==> src/rtl/height_pkg.sv <==
`default_nettype none
// ============================================================================
//  Module      : height_pkg
//  Description : Shared definitions for the column height ROM and its
//                arbiters. A ROM word packs the wall height, the texture
//                scale and the inverse distance of one screen column.
//                Contents: ROM geometry, field slice positions, a port-id
//                enum for two-way arbiters and small field-extraction helpers.
//  Revision    : 1.0  initial release
// ============================================================================
package height_pkg;

  localparam int HEIGHT_ADDR_W   = 10;
  localparam int HEIGHT_DATA_W   = 40;
  localparam int HEIGHT_ADDR_MAX = 1023;

  // Word layout: HGT [39:32], TEX_SCALE [31:16] (Q8.8), INV_DIST [15:0] (Q8.8)
  localparam int HGT_MSB       = 39;
  localparam int HGT_LSB       = 32;
  localparam int TEX_SCALE_MSB = 31;
  localparam int TEX_SCALE_LSB = 16;
  localparam int INV_DIST_MSB  = 15;
  localparam int INV_DIST_LSB  = 0;

  // Identity of a requester on a two-way shared ROM.
  typedef enum logic {
    PORT0 = 1'b0,
    PORT1 = 1'b1
  } port_e;

  function automatic logic [7:0] hgt_of(input logic [HEIGHT_DATA_W-1:0] w);
    return w[HGT_MSB:HGT_LSB];
  endfunction

  function automatic logic [15:0] tex_scale_of(input logic [HEIGHT_DATA_W-1:0] w);
    return w[TEX_SCALE_MSB:TEX_SCALE_LSB];
  endfunction

  function automatic logic [15:0] inv_dist_of(input logic [HEIGHT_DATA_W-1:0] w);
    return w[INV_DIST_MSB:INV_DIST_LSB];
  endfunction

endpackage : height_pkg
`default_nettype wire

==> src/rtl/rr_arb2.sv <==
`default_nettype none
// ============================================================================
//  Module      : rr_arb2
//  Description : Two-requester round-robin arbiter. Turns an eligibility
//                vector into a one-hot (or empty) grant. When both
//                requesters are eligible the one not granted most recently
//                wins. The history flop only moves on an actual grant.
//  Ports       : clk   - clock
//                rst   - asynchronous active-high reset
//                elig  - [1:0] per-requester eligibility
//                grant - [1:0] one-hot grant, all-zero when nobody eligible
//  Revision    : 1.0  initial release
// ============================================================================
module rr_arb2
  import height_pkg::*;
(
  input  logic       clk,
  input  logic       rst,
  input  logic [1:0] elig,
  output logic [1:0] grant
);

  port_e r_last_grant;

  always_comb begin
    grant = 2'b00;
    if (elig == 2'b11) begin
      grant = (r_last_grant == PORT1) ? 2'b01 : 2'b10;
    end else begin
      grant = elig;
    end
  end

  // Resetting to PORT1 hands the very first tie to port 0.
  always_ff @(posedge clk or posedge rst) begin
    if (rst) begin
      r_last_grant <= PORT1;
    end else if (grant[0]) begin
      r_last_grant <= PORT0;
    end else if (grant[1]) begin
      r_last_grant <= PORT1;
    end
  end

endmodule : rr_arb2
`default_nettype wire

==> src/rtl/height_rom_arb.sv <==
`default_nettype none
// ============================================================================
//  Module      : height_rom_arb
//  Description : Shares the single registered height ROM between the
//                raycaster column pipeline (port 0) and the sprite/minimap
//                unit (port 1). Tracks the ROM's one-cycle read latency and
//                holds each response in a 1-deep register until consumed.
//                Each port has at most one transaction outstanding.
//  Ports       : clk, rst                     - clock, async active-high reset
//                reqN_valid/reqN_addr/reqN_ready - request channel of port N
//                rspN_valid/rspN_data/rspN_ready - response channel of port N
//                rom_addr                     - ROM address, from grant mux
//                rom_data                     - ROM word, valid cycle after addr
//  Revision    : 1.0  initial release
// ============================================================================
module height_rom_arb
  import height_pkg::*;
#(
  parameter int ADDR_W = HEIGHT_ADDR_W,
  parameter int DATA_W = HEIGHT_DATA_W
) (
  input  logic              clk,
  input  logic              rst,

  input  logic              req0_valid,
  input  logic [ADDR_W-1:0] req0_addr,
  output logic              req0_ready,
  output logic              rsp0_valid,
  output logic [DATA_W-1:0] rsp0_data,
  input  logic              rsp0_ready,

  input  logic              req1_valid,
  input  logic [ADDR_W-1:0] req1_addr,
  output logic              req1_ready,
  output logic              rsp1_valid,
  output logic [DATA_W-1:0] rsp1_data,
  input  logic              rsp1_ready,

  output logic [ADDR_W-1:0] rom_addr,
  input  logic [DATA_W-1:0] rom_data
);

  logic [1:0] w_req_valid;
  logic [1:0] w_rsp_ready;
  logic [1:0] w_elig;
  logic [1:0] w_grant;

  assign w_req_valid = {req1_valid, req0_valid};
  assign w_rsp_ready = {rsp1_ready, rsp0_ready};

  for (genvar gi = 0; gi < 2; gi++) begin : g_port
    logic              r_inflight;
    logic              r_rsp_valid;
    logic [DATA_W-1:0] r_rsp_data;

    // A port may issue only when nothing is outstanding for it: no read in
    // flight, and the holding register is empty or being drained this cycle.
    // Draining and issuing in the same cycle is what keeps rsp_valid
    // bubble-free apart from the unavoidable inflight cycle.
    assign w_elig[gi] = w_req_valid[gi] & ~r_inflight &
                        (~r_rsp_valid | w_rsp_ready[gi]);

    // Clearing r_inflight on reset is what discards ROM data belonging to a
    // read issued before reset.
    always_ff @(posedge clk or posedge rst) begin
      if (rst) begin
        r_inflight  <= 1'b0;
        r_rsp_valid <= 1'b0;
        r_rsp_data  <= '0;
      end else begin
        r_inflight <= w_grant[gi];
        if (r_inflight) begin
          r_rsp_data  <= rom_data;
          r_rsp_valid <= 1'b1;
        end else if (w_rsp_ready[gi]) begin
          r_rsp_valid <= 1'b0;
        end
      end
    end
  end : g_port

  rr_arb2 u_rr_arb2 (
    .clk   (clk),
    .rst   (rst),
    .elig  (w_elig),
    .grant (w_grant)
  );

  assign req0_ready = w_grant[0];
  assign req1_ready = w_grant[1];

  // Ungranted cycles still read the ROM (at address 0); that word is ignored
  // because no port is inflight on the following cycle.
  always_comb begin
    rom_addr = '0;
    if (w_grant[0]) begin
      rom_addr = req0_addr;
    end else if (w_grant[1]) begin
      rom_addr = req1_addr;
    end
  end

  assign rsp0_valid = g_port[0].r_rsp_valid;
  assign rsp0_data  = g_port[0].r_rsp_data;
  assign rsp1_valid = g_port[1].r_rsp_valid;
  assign rsp1_data  = g_port[1].r_rsp_data;

endmodule : height_rom_arb
`default_nettype wire
==> config.mk <==
export PLATFORM = sky130hd
export DESIGN_NAME = height_rom_arb
export DESIGN_NICKNAME = d
export VERILOG_FILES = /design/src/rtl/height_pkg.sv /design/src/rtl/rr_arb2.sv /design/src/rtl/height_rom_arb.sv
export SDC_FILE = /design/constraint.sdc
export NUM_CORES = 1
export LEC_CHECK = 0
export CAP_MARGIN = 30
export CORE_MARGIN = 8
export CORE_UTILIZATION = 46
export DETAILED_ROUTE_END_ITERATION = 12
export GPL_TIMING_DRIVEN = 0
export PLACE_DENSITY = 0.92
export SLEW_MARGIN = 0
export SYNTH_ARGS = -nofsm -noshare
export SYNTH_HDL_FRONTEND = slang
export SYNTH_HIERARCHICAL = 1
export SYNTH_SLANG_ARGS = --single-unit
==> constraint.sdc <==
create_clock -name clk -period 7.3 [get_ports clk]
set_clock_uncertainty 0.15 [all_clocks]
set_input_delay 1.095 -clock clk [delete_from_list [all_inputs] [get_ports clk]]
set_output_delay 1.095 -clock clk [all_outputs]
set_load 0.02 [all_outputs]
==> metrics.csv, run 1 <==
metric,value,unit
status,finished clean,
initial antenna violation count,0,
Hold Crit Depth,1,
Syn Area/Cell,17.8,sq um
Num CTS Buffers,9,
Worst Max-Slew Pin Slew,0.711,ns
dominant synthesized flop cell,dfrtp_1,
Period minus WS final,5.06,ns
post-synth top area share,0.570,
Post CTS Setup Buffer Count,0,
nets,444,
CORE AREA,7770,sq um
fraction of layout cells with a size suffix above 1,0.287,
Max stage delay on crit path,0.65,ns
area of the mapped netlist,3690,sq um
HPWL after DPL,7530,microns
"critical path, cell by cell",clkdlybuf4s50_1 > inv_1 > a211oi_1 > a21boi_0 > nor2b_1 > buf_2 > a22o_1 > clkdlybuf4s50_1,
Most Crowded Layer GR,met2,
CTS Root Cell,clkbuf_8,
"Clk Latency, worst-skew pair",0.33,ns
Hold WC Path Type,flip-flop to flip-flop,
sequential share of the synthesized area,0.577,
max-cap violations,0,
worst r2r path cells,4,
Wirelength per Cell,20.0,microns
#FFs+latches synth,85,
met3 usage,0.0700,
GRT Total Usage,0.178,
final wirelength,9710,microns
Synth warnings,6,
Netlist cell types,18,
CP max stage cell,clkdlybuf4s50_1,
Final Worst Setup Slack,2.24,ns
GR Layer Usage met1,0.196,
# fillers,514,
M2 GR Usage,0.307,
# clock sinks,85,
CTS tree,yes,
Antenna Cells,0,
Synth area leader,dfrtp_1,
synth top area cells,"dfrtp_1, mux2_4, buf_12",
I/O pin total,160,
CTS Buffer Depth,2,
crit path kind,input port to output pin,
Crit path max-delay family,buffers and inverters,
Mapped Cells,207,
Final Hold Vio Count,0,
WP depth,8,
total number of vias,2353,
std cell rows,32,
post-DR vias/cell,4.85,
total gr overflow,0,
worst path required time,6.05,ns
nature of the critical path endpoint,output pin,
startpoint types,input port,
Setup TNS,0,ns
die span in y,106,microns
"most used cell, CP",clkdlybuf4s50_1,
f_max,198,MHz
post-synthesis async set-or-reset flop share,1.00,
global-route wire length before repair,15600,microns
Final setup viols,0,
WP buf/inv,4,
vias in the first global route,2809,
Initial Utilization,0.475,
Clock transition at path regs,0.08,ns
post-cts resize count,0,
gp weighted congestion,0.723,
Final Max Slew Viols,0,
pwr dens,458,nW/um^2
drt drc,0,
Die X,106,microns
area of the multi-input gates,1340,sq um
RSZ-0062 raised after global routing,false,
antenna-violating nets left,0,
Leak,2.53,nW
Seq. cell area,2130,sq um
I/O Buffers,159,
Area Overhead vs Synth,54.2,%
Crit Path Max Fanout,8,
Detailed Routing Iterations Pass 1,4,
CTS Hold Bufs,0,
maximum vdd ir drop,0.224,mV
pin count of the biggest net entering global routing,49,
H-tree depth,3,
Initial DRC Count,56,
die area,11100,sq um
dpl ws,2.20,ns
CP arrival,3.81,ns
crit share post-route,0.693,
syn_nets,273,
Post-synth EDFFs,0,
relative slew slack,0.522,
-- synthesized netlist by cell type (2+ instances only) --
library cell / number
inv_1: 7
mux2_4: 76
buf_12: 8
o21ai_0: 2
nand2_1: 4
a21o_1: 2
buf_2: 2
a22o_1: 8
mux2_2: 4
buf_6: 2
dfrtp_1: 84
a211oi_1: 2
-- routing by layer --
layer,vias up,wire [microns],part of all wire
met5,-,0,0
met4,0,104,0.011
met3,8,778,0.080
met2,101,5070,0.52
met1,1173,3760,0.39
li1,1071,-,-
-- registers in the layout, indices dropped and copies added (netlist names) --
name,cells
rsp0_valid,1
u_rr_arb2/r_last_grant,1
g_port.r_inflight,2
rsp1_valid,1
rsp1_data,40
rsp0_data,40
-- logic make-up after synthesis --
kind of cell / Yosys count / share of synthesized area
and+or+nand+nor: 6 / 0.00678
AOI/OAI and AO/OA: 17 / 0.0353
buffers and inverters: 19 / 0.0594
muxes: 80 / 0.322
DFF: 85 / 0.577
-- per-stage QoR --
stage                     hold WS [ns]   util  power (mW)  cells  cell area (sq um)
after floorplan                  0.344      -        1.58    207               3690
after global placement           0.334  0.696        2.18    468               5410
after detailed placement         0.343  0.700        2.22    469               5440
after CTS                        0.362  0.732        2.64    485               5690
after global routing             0.376  0.732        2.73    485               5690
final                            0.361  0.732        2.61    485               5690
-- report_power, final --
part	total, mW	switching [mW]	internal, mW
Sequential	0.834	0.136	0.698
Combinational	1.37	0.588	0.781
Clock	0.403	0.165	0.238
-- cell type report --
cell class	instances	area share
Clock buffer	11	0.0249
Multi-Input combinational cell	103	0.236
Sequential cell	85	0.374
Buffer	12	0.0339
Tap cell	102	0.0224
Clock inverter	5	0.0189
Inverter	7	0.00506
Timing Repair Buffer	160	0.285
-- final timing paths --
check                                      from  slack [ns]                      to
setup / recovery                     rsp1_ready        2.24             rom_addr[6]
hold / removal                       rsp0_valid        0.36              rsp0_valid
setup reg to reg           g_port[1].r_inflight        5.32    g_port[1].r_inflight
hold reg to reg                      rsp0_valid        0.36              rsp0_valid
max in group asynchronous                   rst        5.37           rsp0_data[38]
min in group asynchronous                   rst        1.01  u_rr_arb2/r_last_grant
-- cells in the final DEF, fill, tap and decap left out, types with 3 or more instances in the layout --
cell             count
clkdlybuf4s50_1    159
dfrtp_1             84
mux2_4              76
clkbuf_8            10
buf_12               8
a22o_1               8
inv_1                6
nand2_1              4
mux2_2               4
bufinv_16            3
No activity file was read; power rests on OpenSTA's default activity.
==> run 2: changes to the inputs <==
--- a/config.mk
+++ b/config.mk
@@ -7,10 +7,10 @@
 export LEC_CHECK = 0
 export CAP_MARGIN = 30
 export CORE_MARGIN = 8
-export CORE_UTILIZATION = 46
+export CORE_UTILIZATION = 42
 export DETAILED_ROUTE_END_ITERATION = 12
 export GPL_TIMING_DRIVEN = 0
-export PLACE_DENSITY = 0.92
+export PLACE_DENSITY = 0.86
 export SLEW_MARGIN = 0
 export SYNTH_ARGS = -nofsm -noshare
 export SYNTH_HDL_FRONTEND = slang
==> constraint.sdc (replaced) <==
create_clock -name clk -period 5.06 [get_ports clk]
set_clock_uncertainty 0.15 [all_clocks]
set_input_delay 0.759 -clock clk [delete_from_list [all_inputs] [get_ports clk]]
set_output_delay 0.759 -clock clk [all_outputs]
set_load 0.02 [all_outputs]
==> run 2 against run 1 <==
Compared with the run above:
- flip-flop and latch count stayed put
- critical path type unchanged
- first-iteration DRC count is 16% lower
- worst setup slack got worse by 1.4 ns
- largest cell class unchanged
- cell area down 0.22%
- global-route usage fell by 1.5 points
==> metrics.csv, run 2 (same netlist as run 1, synthesis figures left out) <==
metric,value,unit,change
Leak,2.52,nW,-0.43%
Pwr Total,3.72,mW,+43%
global-route wire length before repair,14900,microns,-4.8%
nature of the critical path endpoint,output pin,,
startpoint types,input port,,
crit share post-route,0.843,,
# clock sinks,85,,unchanged
Seq. cell area,2130,sq um,unchanged
WL met3,835,microns,+7.3%
vias in the first global route,2687,,-4.3%
worst path required time,4.15,ns,-1.90 ns
die area,12000,sq um,+8.1%
DR top layer,met4,,
placed cells,475,,+1.3%
H-tree depth,3,,unchanged
antenna-violating nets left,0,,unchanged
Detailed Routing Iterations Pass 1,4,,unchanged
Period minus WS final,4.26,ns,
I/O Buffers,159,,unchanged
Crit Path Max Fanout,8,,unchanged
Final Hold Vio Count,0,,unchanged
Initial Utilization,0.427,,-0.0477
wire length on met1,3900,microns,+3.7%
internal cell power,2.42,mW,+41%
Num CTS Buffers,9,,unchanged
DR WL met2,4720,microns,-6.9%
Die X,110,microns,+4.0%
Wirelength per Cell,19.6,microns,-2.3%
std cell rows,34,,+6.3%
post-cts resize count,0,,unchanged
final wirelength,9600,microns,-1.1%
combinational share of power,0.529,,+0.004
"commonest non-fill, non-tap cell in the layout",clkdlybuf4s50_1,,
flop-to-flop setup slack,3.16,ns,-2.16 ns
initial antenna violation count,0,,unchanged
Worst Max-Slew Pin Slew,0.570,ns,-0.141 ns
Final setup viols,0,,unchanged
"Clk Latency, worst-skew pair",0.34,ns,about the same
"commonest non-fill, non-tap cells in the layout","clkdlybuf4s50_1, dfrtp_1, mux2_4, clkbuf_8",,
RSZ-0062 raised after global routing,false,,
status,finished clean,,
relative slew slack,0.617,,+0.0951
Post-Layout Cell Count,491,,+1.2%
die span in y,110,microns,+4.0%
area of the multi-input gates,1340,sq um,unchanged
Clk pwr share,0.148,,-0.007
CTS Hold Bufs,0,,unchanged
Seq pwr share,0.322,,+0.002
Area Overhead vs Synth,53.8,%,
Setup TNS,0,ns,unchanged
Hold WC Path Type,flip-flop to flip-flop,,
CORE AREA,8640,sq um,+11%
Initial DRC Count,47,,-16%
CTS Buffer Depth,2,,unchanged
GRT Total Usage,0.163,,-0.0145
# fillers,645,,+25%
nets,444,,unchanged
pin count of the biggest net entering global routing,71,,+45%
Clock transition at path regs,0.09,ns,about the same
max-cap violations,0,,unchanged
maximum vdd ir drop,0.267,mV,+19%
CP arrival,3.35,ns,-0.46 ns
Antenna Cells,0,,unchanged
Post CTS Setup Buffer Count,0,,unchanged
CTS Root Cell,clkbuf_8,,
Util after Layout,0.657,,-0.0751
f_max,235,MHz,
Final Hold Slack,0.361,ns,+0.0000600 ns
fraction of layout cells with a size suffix above 1,0.290,,+0.00261
total number of vias,2323,,-1.3%
switching share of power,0.349,,+0.00801
post-DR vias/cell,4.73,,-2.5%
gp weighted congestion,0.727,,+0.55%
pwr dens,655,nW/um^2,+43%
HPWL after DPL,7230,microns,-4.0%
CTS tree,yes,,
I/O pin total,160,,unchanged
Final Max Slew Viols,0,,unchanged
Switch Pwr,1.30,mW,+46%
crit path kind,input port to output pin,,
total gr overflow,0,,unchanged
drt drc,0,,unchanged
## run 2: power by group through the flow
stage                     Clock, mW  Combinational (mW)  Sequential [mW]
after floorplan                   0               0.701             1.58
after global placement            0                1.95             1.19
after detailed placement          0                1.99             1.21
after CTS                     0.572                2.00             1.20
after global routing          0.594                2.05             1.24
final                         0.552                1.97             1.20
## run 2: worst max-delay path: stages
cell and delay, ns:
clkdlybuf4s50_1 0.45, inv_1 0.05, a211oi_1 0.39, a21boi_0 0.54, nor2b_1 0.19, buf_2 0.19
a22o_1 0.17, clkdlybuf4s50_1 0.62
## run 2: layout make-up
type,instances,area share
Sequential cell,85,0.375
Timing Repair Buffer,160,0.285
Multi-Input combinational cell,103,0.236
Buffer,12,0.0340
Tap cell,108,0.0238
Clock buffer,9,0.0218
Clock inverter,7,0.0185
Inverter,7,0.00507
## run 2: routing by layer
metal | GRT usage | up-vias
met1 | 0.188 | 1143
met4 | 0.0723 | 0
met5 | 0 | -
li1 | - | 1061
met3 | 0.0487 | 12
met2 | 0.276 | 107
## run 2: final timing paths
check / to / from / cells after the start
hold reg to reg: rsp0_data[37] / rsp0_data[37] / 1
max in group asynchronous: rsp1_data[37] / rst / 3
hold / removal: rsp0_data[37] / rsp0_data[37] / 1
setup / recovery: rom_addr[2] / rsp1_ready / 8
setup reg to reg: g_port[1].r_inflight / g_port[1].r_inflight / 4
min in group asynchronous: rsp0_data[28] / rst / 2
## run 2: per-stage QoR
stage               cell area, sq um  worst slack [ns]
CTS                             5670             0.742
detailed placement              5450             0.776
floorplan                       3690              1.71
finish                          5670             0.797
global route                    5670             0.607
global placement                5420             0.766
